--- src/rtl/handshake_rx_mux.sv ---
// Destination side of a multi-channel 4-phase req/ack crossing: per-channel
// synchronisers, capture FSMs and holding buffers, merged by a round-robin arbiter.
module handshake_rx_mux #(
  parameter int WIDTH       = 16,
  parameter int CHANNELS    = 4,
  parameter int SYNC_STAGES = 2,
  localparam int CHAN_W     = (CHANNELS > 1) ? $clog2(CHANNELS) : 1
) (
  input  logic                      clk,
  input  logic                      rst_n,
  input  logic [CHANNELS-1:0]       src_req,
  input  logic [CHANNELS*WIDTH-1:0] src_data,
  output logic [CHANNELS-1:0]       src_ack,
  output logic                      out_valid,
  input  logic                      out_ready,
  output logic [WIDTH-1:0]          out_data,
  output logic [CHAN_W-1:0]         out_chan
);

  // state   | meaning
  // IDLE    | no word held, ack low, waiting for req_s
  // HOLD    | word in buffer, ack high, requesting the arbiter
  // RELEASE | word delivered, ack high, waiting for req_s to fall
  typedef enum logic [1:0] {ST_IDLE, ST_HOLD, ST_RELEASE} state_t;

  logic [SYNC_STAGES-1:0] r_sync [CHANNELS];
  logic [WIDTH-1:0]       r_buf  [CHANNELS];
  state_t                 r_state [CHANNELS];
  state_t                 w_next  [CHANNELS];
  logic [CHANNELS-1:0]    r_ack;
  logic [CHANNELS-1:0]    w_req_s;
  logic [CHANNELS-1:0]    w_pend;
  logic [CHANNELS-1:0]    w_grant;
  logic [CHAN_W-1:0]      r_ptr;
  logic [CHAN_W-1:0]      w_gidx;
  logic [CHAN_W-1:0]      w_ptr_next;
  logic                   w_any;
  logic                   w_load;
  logic                   w_fire;
  logic                   r_valid;
  logic [WIDTH-1:0]       r_data;
  logic [CHAN_W-1:0]      r_chan;
  int                     w_idx;

  always_comb begin
    for (int i = 0; i < CHANNELS; i++) begin
      w_req_s[i] = r_sync[i][SYNC_STAGES-1];
      w_pend[i]  = (r_state[i] == ST_HOLD);
    end
  end

  // Round-robin search starting at r_ptr; first pending channel wins.
  always_comb begin
    w_any  = 1'b0;
    w_gidx = '0;
    w_idx  = 0;
    for (int k = 0; k < CHANNELS; k++) begin
      w_idx = int'(r_ptr) + k;
      if (w_idx >= CHANNELS) w_idx = w_idx - CHANNELS;
      if (!w_any && w_pend[w_idx]) begin
        w_any  = 1'b1;
        w_gidx = CHAN_W'(w_idx);
      end
    end
  end

  assign w_load     = !r_valid || out_ready;
  assign w_fire     = w_load && w_any;
  assign w_ptr_next = (w_gidx == CHAN_W'(CHANNELS - 1)) ? '0 : w_gidx + 1'b1;

  always_comb begin
    for (int i = 0; i < CHANNELS; i++) begin
      w_grant[i] = w_fire && (w_gidx == CHAN_W'(i));
    end
  end

  always_comb begin
    for (int i = 0; i < CHANNELS; i++) begin
      w_next[i] = r_state[i];
      case (r_state[i])
        ST_IDLE:    if (w_req_s[i]) w_next[i] = ST_HOLD;
        ST_HOLD:    if (w_grant[i]) w_next[i] = w_req_s[i] ? ST_RELEASE : ST_IDLE;
        ST_RELEASE: if (!w_req_s[i]) w_next[i] = ST_IDLE;
        default:    w_next[i] = ST_IDLE;
      endcase
    end
  end

  always_ff @(posedge clk or negedge rst_n) begin
    if (!rst_n) begin
      for (int i = 0; i < CHANNELS; i++) begin
        r_sync[i]  <= '0;
        r_buf[i]   <= '0;
        r_state[i] <= ST_IDLE;
      end
      r_ack <= '0;
    end else begin
      for (int i = 0; i < CHANNELS; i++) begin
        r_sync[i]  <= {r_sync[i][SYNC_STAGES-2:0], src_req[i]};
        r_state[i] <= w_next[i];
        r_ack[i]   <= (w_next[i] != ST_IDLE);
        if (r_state[i] == ST_IDLE && w_req_s[i]) r_buf[i] <= src_data[i*WIDTH +: WIDTH];
      end
    end
  end

  // Output register: reloads whenever empty or being consumed this edge.
  always_ff @(posedge clk or negedge rst_n) begin
    if (!rst_n) begin
      r_valid <= 1'b0;
      r_data  <= '0;
      r_chan  <= '0;
      r_ptr   <= '0;
    end else if (w_load) begin
      if (w_any) begin
        r_valid <= 1'b1;
        r_data  <= r_buf[w_gidx];
        r_chan  <= w_gidx;
        r_ptr   <= w_ptr_next;
      end else begin
        r_valid <= 1'b0;
      end
    end
  end

  assign src_ack   = r_ack;
  assign out_valid = r_valid;
  assign out_data  = r_data;
  assign out_chan  = r_chan;

endmodule

--- config.mk ---
export PLATFORM = sky130hd
export DESIGN_NAME = handshake_rx_mux
export DESIGN_NICKNAME = d
export VERILOG_FILES = /design/src/rtl/handshake_rx_mux.sv
export SDC_FILE = /design/constraint.sdc
export NUM_CORES = 1
export LEC_CHECK = 0
export CORE_ASPECT_RATIO = 1.1
export CORE_MARGIN = 2
export CORE_UTILIZATION = 30
export CTS_CLUSTER_DIAMETER = 60
export CTS_CLUSTER_SIZE = 16
export DETAILED_ROUTE_END_ITERATION = 10
export SLEW_MARGIN = 20
export SYNTH_ARGS = -nofsm -noshare
export SYNTH_HDL_FRONTEND = slang
export SYNTH_SLANG_ARGS = --single-unit
export TNS_END_PERCENT = 5
--- constraint.sdc ---
create_clock -name clk -period 2.9 [get_ports clk]
set_input_delay 0.58 -clock clk [delete_from_list [all_inputs] [get_ports clk]]
set_output_delay 0.58 -clock clk [all_outputs]
set_load 0.02 [all_outputs]
==> results of run 1 <==
through the flow:
stage               worst slack, ps  area [um^2]  hold WS [ps]  power (uW)
floorplan                       784         4450           284        4950
global placement                658         5610           340        5940
detailed placement              596         5610           336        6020
CTS                             700         5910           293        7270
global route                    574         5910           330        7630
finish                          699         5910           274        7150
sequential cells by signal, indices dropped and copies added, names as in the netlist:
name,flops
out_data,16
r_sync,8
r_buf,64
out_valid,1
r_state,8
out_chan,2
src_ack,4
r_ptr,2
where the power goes:
group | leakage [uW] | internal [uW] | total [uW] | switching (uW)
Clock | 0.000142 | 668 | 1220 | 554
Combinational | 0.00110 | 1660 | 3360 | 1700
Sequential | 0.00124 | 2160 | 2570 | 406
Total | 0.00249 | 4490 | 7150 | 2660
synthesized netlist by cell type, types with 2 or more instances:
| cell | number |
|---|---|
| buf_6 | 4 |
| o21a_1 | 3 |
| nor3b_2 | 4 |
| o221ai_1 | 6 |
| mux2_2 | 64 |
| mux2i_1 | 32 |
| a2bb2oi_1 | 3 |
| a21oi_1 | 3 |
| o221ai_2 | 10 |
| o21ai_0 | 3 |
| o21bai_1 | 2 |
| nand2_2 | 2 |
| buf_4 | 2 |
| or2_2 | 2 |
| nor2b_1 | 4 |
| nor2_1 | 3 |
| a31oi_1 | 2 |
| dfrtp_1 | 105 |
| inv_1 | 4 |
| nand2_1 | 24 |
| nand3_1 | 2 |
| buf_2 | 5 |
| clkbuf_1 | 2 |
| nand2b_1 | 6 |
path summary, 6_finish.rpt:
| check | startpoint | end | cells after the start |
|---|---|---|---|
| setup / recovery | r_state[4] | src_ack[3] | 8 |
| hold / removal | rst_n | src_ack[3] | 1 |
| setup reg to reg | r_state[4] | src_ack[3] | 8 |
| hold reg to reg | r_sync[0] | r_sync[1] | 0 |
| max in group asynchronous | rst_n | r_buf[28] | 2 |
| min in group clk | r_sync[0] | r_sync[1] | 0 |
kinds of logic (layout without fill, tap and decap cells):
group                      count (synthesis)  in the layout  share of synthesized area [%]
buffers and inverters                     18            121                           2.50
AOI/OAI and AO/OA                         41             41                           8.63
muxes                                     96             96                           23.4
DFF                                      105            105                           59.0
adders and majority gates                  1              1                          0.281
and+or+nand+nor                           51             51                           6.21
layer usage:
metal | wire length (um) | part of all wire, % | vias up
li1 | - | - | 1329
met1 | 4670 | 44 | 1416
met2 | 5040 | 48 | 82
met3 | 648 | 6.2 | 13
met4 | 178 | 1.7 | 0
met5 | 0 | 0 | -
layout by cell type, fill, tap and decap left out, types with 2 or more instances in the layout:
| cell | Yosys | routed |
|---|---|---|
| dfrtp_1 | 105 | 105 |
| clkdlybuf4s50_1 | 0 | 92 |
| mux2_2 | 64 | 64 |
| mux2i_1 | 32 | 32 |
| nand2_1 | 24 | 24 |
| o221ai_2 | 10 | 10 |
| clkbuf_16 | 0 | 9 |
| nand2b_1 | 6 | 6 |
| o221ai_1 | 6 | 6 |
| buf_4 | 2 | 6 |
| inv_1 | 4 | 4 |
| nor2b_1 | 4 | 4 |
| nor3b_2 | 4 | 4 |
| nor2_1 | 3 | 3 |
| a21oi_1 | 3 | 3 |
| o21a_1 | 3 | 3 |
| a2bb2oi_1 | 3 | 3 |
| clkinv_2 | 0 | 3 |
| o21ai_1 | 1 | 2 |
| nand3_1 | 2 | 2 |
| or2_2 | 2 | 2 |
| o21bai_1 | 2 | 2 |
| a31oi_1 | 2 | 2 |
| o21ai_0 | 3 | 2 |
| nand2_2 | 2 | 2 |
| clkinvlp_4 | 0 | 2 |
| buf_12 | 0 | 2 |
final cells by class:
type	count	area [um^2]
clock buffers	9	225
clock inverters	7	68.8
fillers	1359	8540
inverters	5	18.8
multi-input cells	189	1720
flip-flops and latches	105	2630
well taps	192	240
repair buffers	100	1010
==> out/results.ini, run 1 <==
[route]
viasPerCell = 4.68
finalWirelength_um = 10500
wl_per_cell_um = 17.4
drt-pass1-iter-count = 5
drt_iter0_drc = 151
remaining_drc_errors = 0
drtAntennaViolNets = 0
vias = 2840

[floorplan]
start_util_pct = 30.8
dieArea_um2 = 15800
ioPinCount = 94
die_w_um = 120
rows = 46
die-height_um = 132
coreArea_um2 = 14400

[worst_setup_path]
crit_path_start_kind = register
crit_chain = nand2b_1, o21ai_1, a311o_2, inv_2, ha_1, a21oi_1, or2_2, or2_2
r2r_slack_ps = 700
cpPeakStageDelay_ps = 430
arrival_ps = 2440
crit_family = simple AND/OR/NAND/NOR gates
endpoint_kind = register
cpMostUsedCell = or2_2
path_max_fanout = 6
worst-path-buf-inv = 1
required_ps = 3140
critical_path_class = reg -> reg
cp_slowest_cell = dfrtp_1

[global_route]
grt.overflow.total = 0
busiest_layer = met2
grt_pass1_vias = 3158
grt_usage_pct = 14.0
grt_pass1_wl_um = 16700
use_met2_pct = 22.7
use_met1_pct = 17.7
grt_antenna_before_repair = 0
use_met3_pct = 3.81
grt_max_degree = 55

[timing]
hold_viol_final = 0
fin_skew_ps = 10.2
fin_setup_tns_ps = 0
drv_slew = 0
period_share_pct = 75.9
slew_headroom_pct = 54.4
tightest_slew_ps = 683
setup_viol = 0
fin_crit_ps = 2200
clock.fmax_mhz = 454
rsz0062_at_grt = false

[synth]
ys.flop_type = dfrtp_1
yosys.area.top_type = dfrtp_1
yosys_warnings = 0
synth_area_leaders = dfrtp_1, mux2_2, mux2i_1
yosys.cell_types.count = 39
syn_area_um2 = 4450
seq_area_frac_synth_pct = 59.0
avgSynthCellArea_um2 = 14.3
ys_seq_elements = 105
async_reset_ff_share_pct = 100
yosys.area.top_type_share_pct = 59.0
synth_edf_count = 0
synth_fp_nets = 384
synthCells = 312

[cts]
cts_max_path_buffers = 2
cts_tree = built
h-tree-depth = 3
cts_sinks = 105
cts_resized = 0
clkTransAtPathRegs_ps = 80
cts_hold_repair.buffers = 0
clock-root-buffer = clkbuf_16
clk_latency_ps = 350
cts_setup_buffers = 0
cts_buffers = 9

[placed_design]
placed_cells = 591
portBuffers = 93
routabilityCongestion = 0.801
hpwl_um = 7500

[pwr]
p_leak_uw = 0.00249
powerDensity_nw_per_um2 = 1210
max-vdd-ir-drop_mv = 0.637

[final_layout]
layoutNonFillerInstCount = 607
layout-drive-gt1-share_pct = 26.3
area_delta_synth_final_pct = 32.7
insertedDiodeCount = 0
postLayoutCoreUtil_pct = 40.9
nNetsFinal = 482

[run]
drv_cap = 0

[min_path]
hp-class = in -> async

[status]
outcome = complete, no violations

Note: power is estimated with default switching activity, not from simulation.
==> inputs of run 2 (changes only) <==
Clock period 2.9 ns to 2 ns, I/O delays scaled along.
==> out/results.ini, run 2 (synthesis results as in run 1) <==
[status]
outcome = complete, no violations

[floorplan]
die-height_um = 132
rows = 46
coreArea_um2 = 14400
dieArea_um2 = 15800
start_util_pct = 30.8
ioPinCount = 94
die_w_um = 120

[final_layout]
area_delta_synth_final_pct = 37.8
layout-drive-gt1-share_pct = 31.2
num-fill-cells = 1331
mostFrequentLayoutCell = dfrtp_1
layout_common_cells = dfrtp_1, clkdlybuf4s50_1, mux2_2
largest_reg_flops = 64
top_register = r_buf
layoutNonFillerInstCount = 622
nNetsFinal = 498
insertedDiodeCount = 0

[cts]
cts_buffers = 9
clk_latency_ps = 340
clock-root-buffer = clkbuf_16
clkTransAtPathRegs_ps = 60
cts_tree = built
cts_sinks = 105
cts_max_path_buffers = 2
cts_hold_repair.buffers = 0
h-tree-depth = 3

[worst_setup_path]
required_ps = 2230
arrival_ps = 2180
ff2ff_path_depth = 8
r2r_start = r_state[0]
critical_path_class = reg -> reg
path_max_fanout = 4
crit_path_start_kind = register
endpoint_kind = register
reg2reg_to = src_ack[3]
r2r_slack_ps = 50

[global_route]
grt_pass1_vias = 3247
grt_usage_pct = 14.2
grt.overflow.total = 0
grt_max_degree = 41
grt_pass1_wl_um = 17200
grt_antenna_before_repair = 0

[placed_design]
dp_slack_ps = -37.8
routabilityCongestion = 0.867
portBuffers = 93
hpwl_um = 7860
placed_cells = 605

[pwr]
max-vdd-ir-drop_mv = 0.849
powerDensity_nw_per_um2 = 1780
p_leak_uw = 0.00261
p_total_uw = 10900

[timing]
fin_crit_ps = 1950
slew_headroom_pct = 65.6
clock.fmax_mhz = 513
rsz0062_at_grt = true
hold_viol_final = 0
setup_viol = 0
drv_slew = 0
fin_skew_ps = 4.84
tightest_slew_ps = 515
postLayoutSetupSlackWorst_ps = 52.2
period_share_pct = 97.4
holdWs_ps = 24.8

[min_path]
hp-class = in -> async

[route]
finalWirelength_um = 10600
drt-pass1-iter-count = 4
drtAntennaViolNets = 0
wl_per_cell_um = 17.1
vias = 2925
viasPerCell = 4.70
remaining_drc_errors = 0
drt_iter0_drc = 154

[run]
drv_cap = 0

==> run 2: where the power goes <==
part	leakage, uW	switching (uW)	internal (uW)
Clock	0.000148	724	1030
Sequential	0.00124	588	3140
Combinational	0.00122	2620	2790
Total	0.00261	3930	6960
==> run 2: worst max-delay path, cell delays in order, from the launching register on <==
cell and delay, ps:
dfrtp_2 410, nor2b_4 180, nor2_1 60, a311o_2 360, inv_2 80, ha_4 130, a21oi_1 50, or2_2 280
or2_2 270
==> run 2: cell type report <==
type	instances	area, um^2	share of cell area [%]
clock buffers	12	256	4.18
clock inverters	3	40.0	0.652
inverters	5	18.8	0.306
multi-input cells	189	1790	29.1
flip-flops and latches	105	2630	42.8
well taps	192	240	3.91
repair buffers	116	1160	19.0
==> run 2: how the worst max path moves through the flow <==
stage               start     endpoint  slack (ps)  cells past startpoint
2_1_floorplan  r_state[2]   src_ack[3]           1                      8
3_3_place_gp   r_state[0]   src_ack[3]          40                      8
3_5_place_dp   r_state[0]   src_ack[3]         -40                      8
4_1_cts        r_state[0]  out_data[7]           6                      6
5_1_grt        r_state[0]   src_ack[3]         -20                      8
6_report       r_state[0]   src_ack[3]          50                      8
==> run 2: stage by stage <==
step	util, %	cell area [um^2]	TNS (ps)
after floorplan	-	4500	0
after global placement	40.2	5800	0
after detailed placement	40.2	5800	-37.8
after CTS	42.2	6100	0
after global routing	42.5	6140	-94.9
final	42.5	6140	0
==> run 2: what timing repair did <==
action / 4_1_cts / 5_1_grt
endpoints found under the hold margin: 0 / 0
resized for setup: 1 / 5
setup buffers: 0 / 2
setup endpoints to repair: 1 / 13
pin swaps: 0 / 0
==> run 2: routing by layer <==
metal	global-route usage, %	share of wire, %	vias to the layer above
li1	-	-	1358
met1	17.3	42	1477
met2	23.9	50	80
met3	5.45	6.7	10
met4	3.20	1.1	0
met5	0	0	-
==> inputs of run 3 (changes only) <==
Settings changed: GPL_TIMING_DRIVEN set to 1.
==> results of run 3 <==
Same layout as run 2: the final DEF is identical, and so are final timing and power.
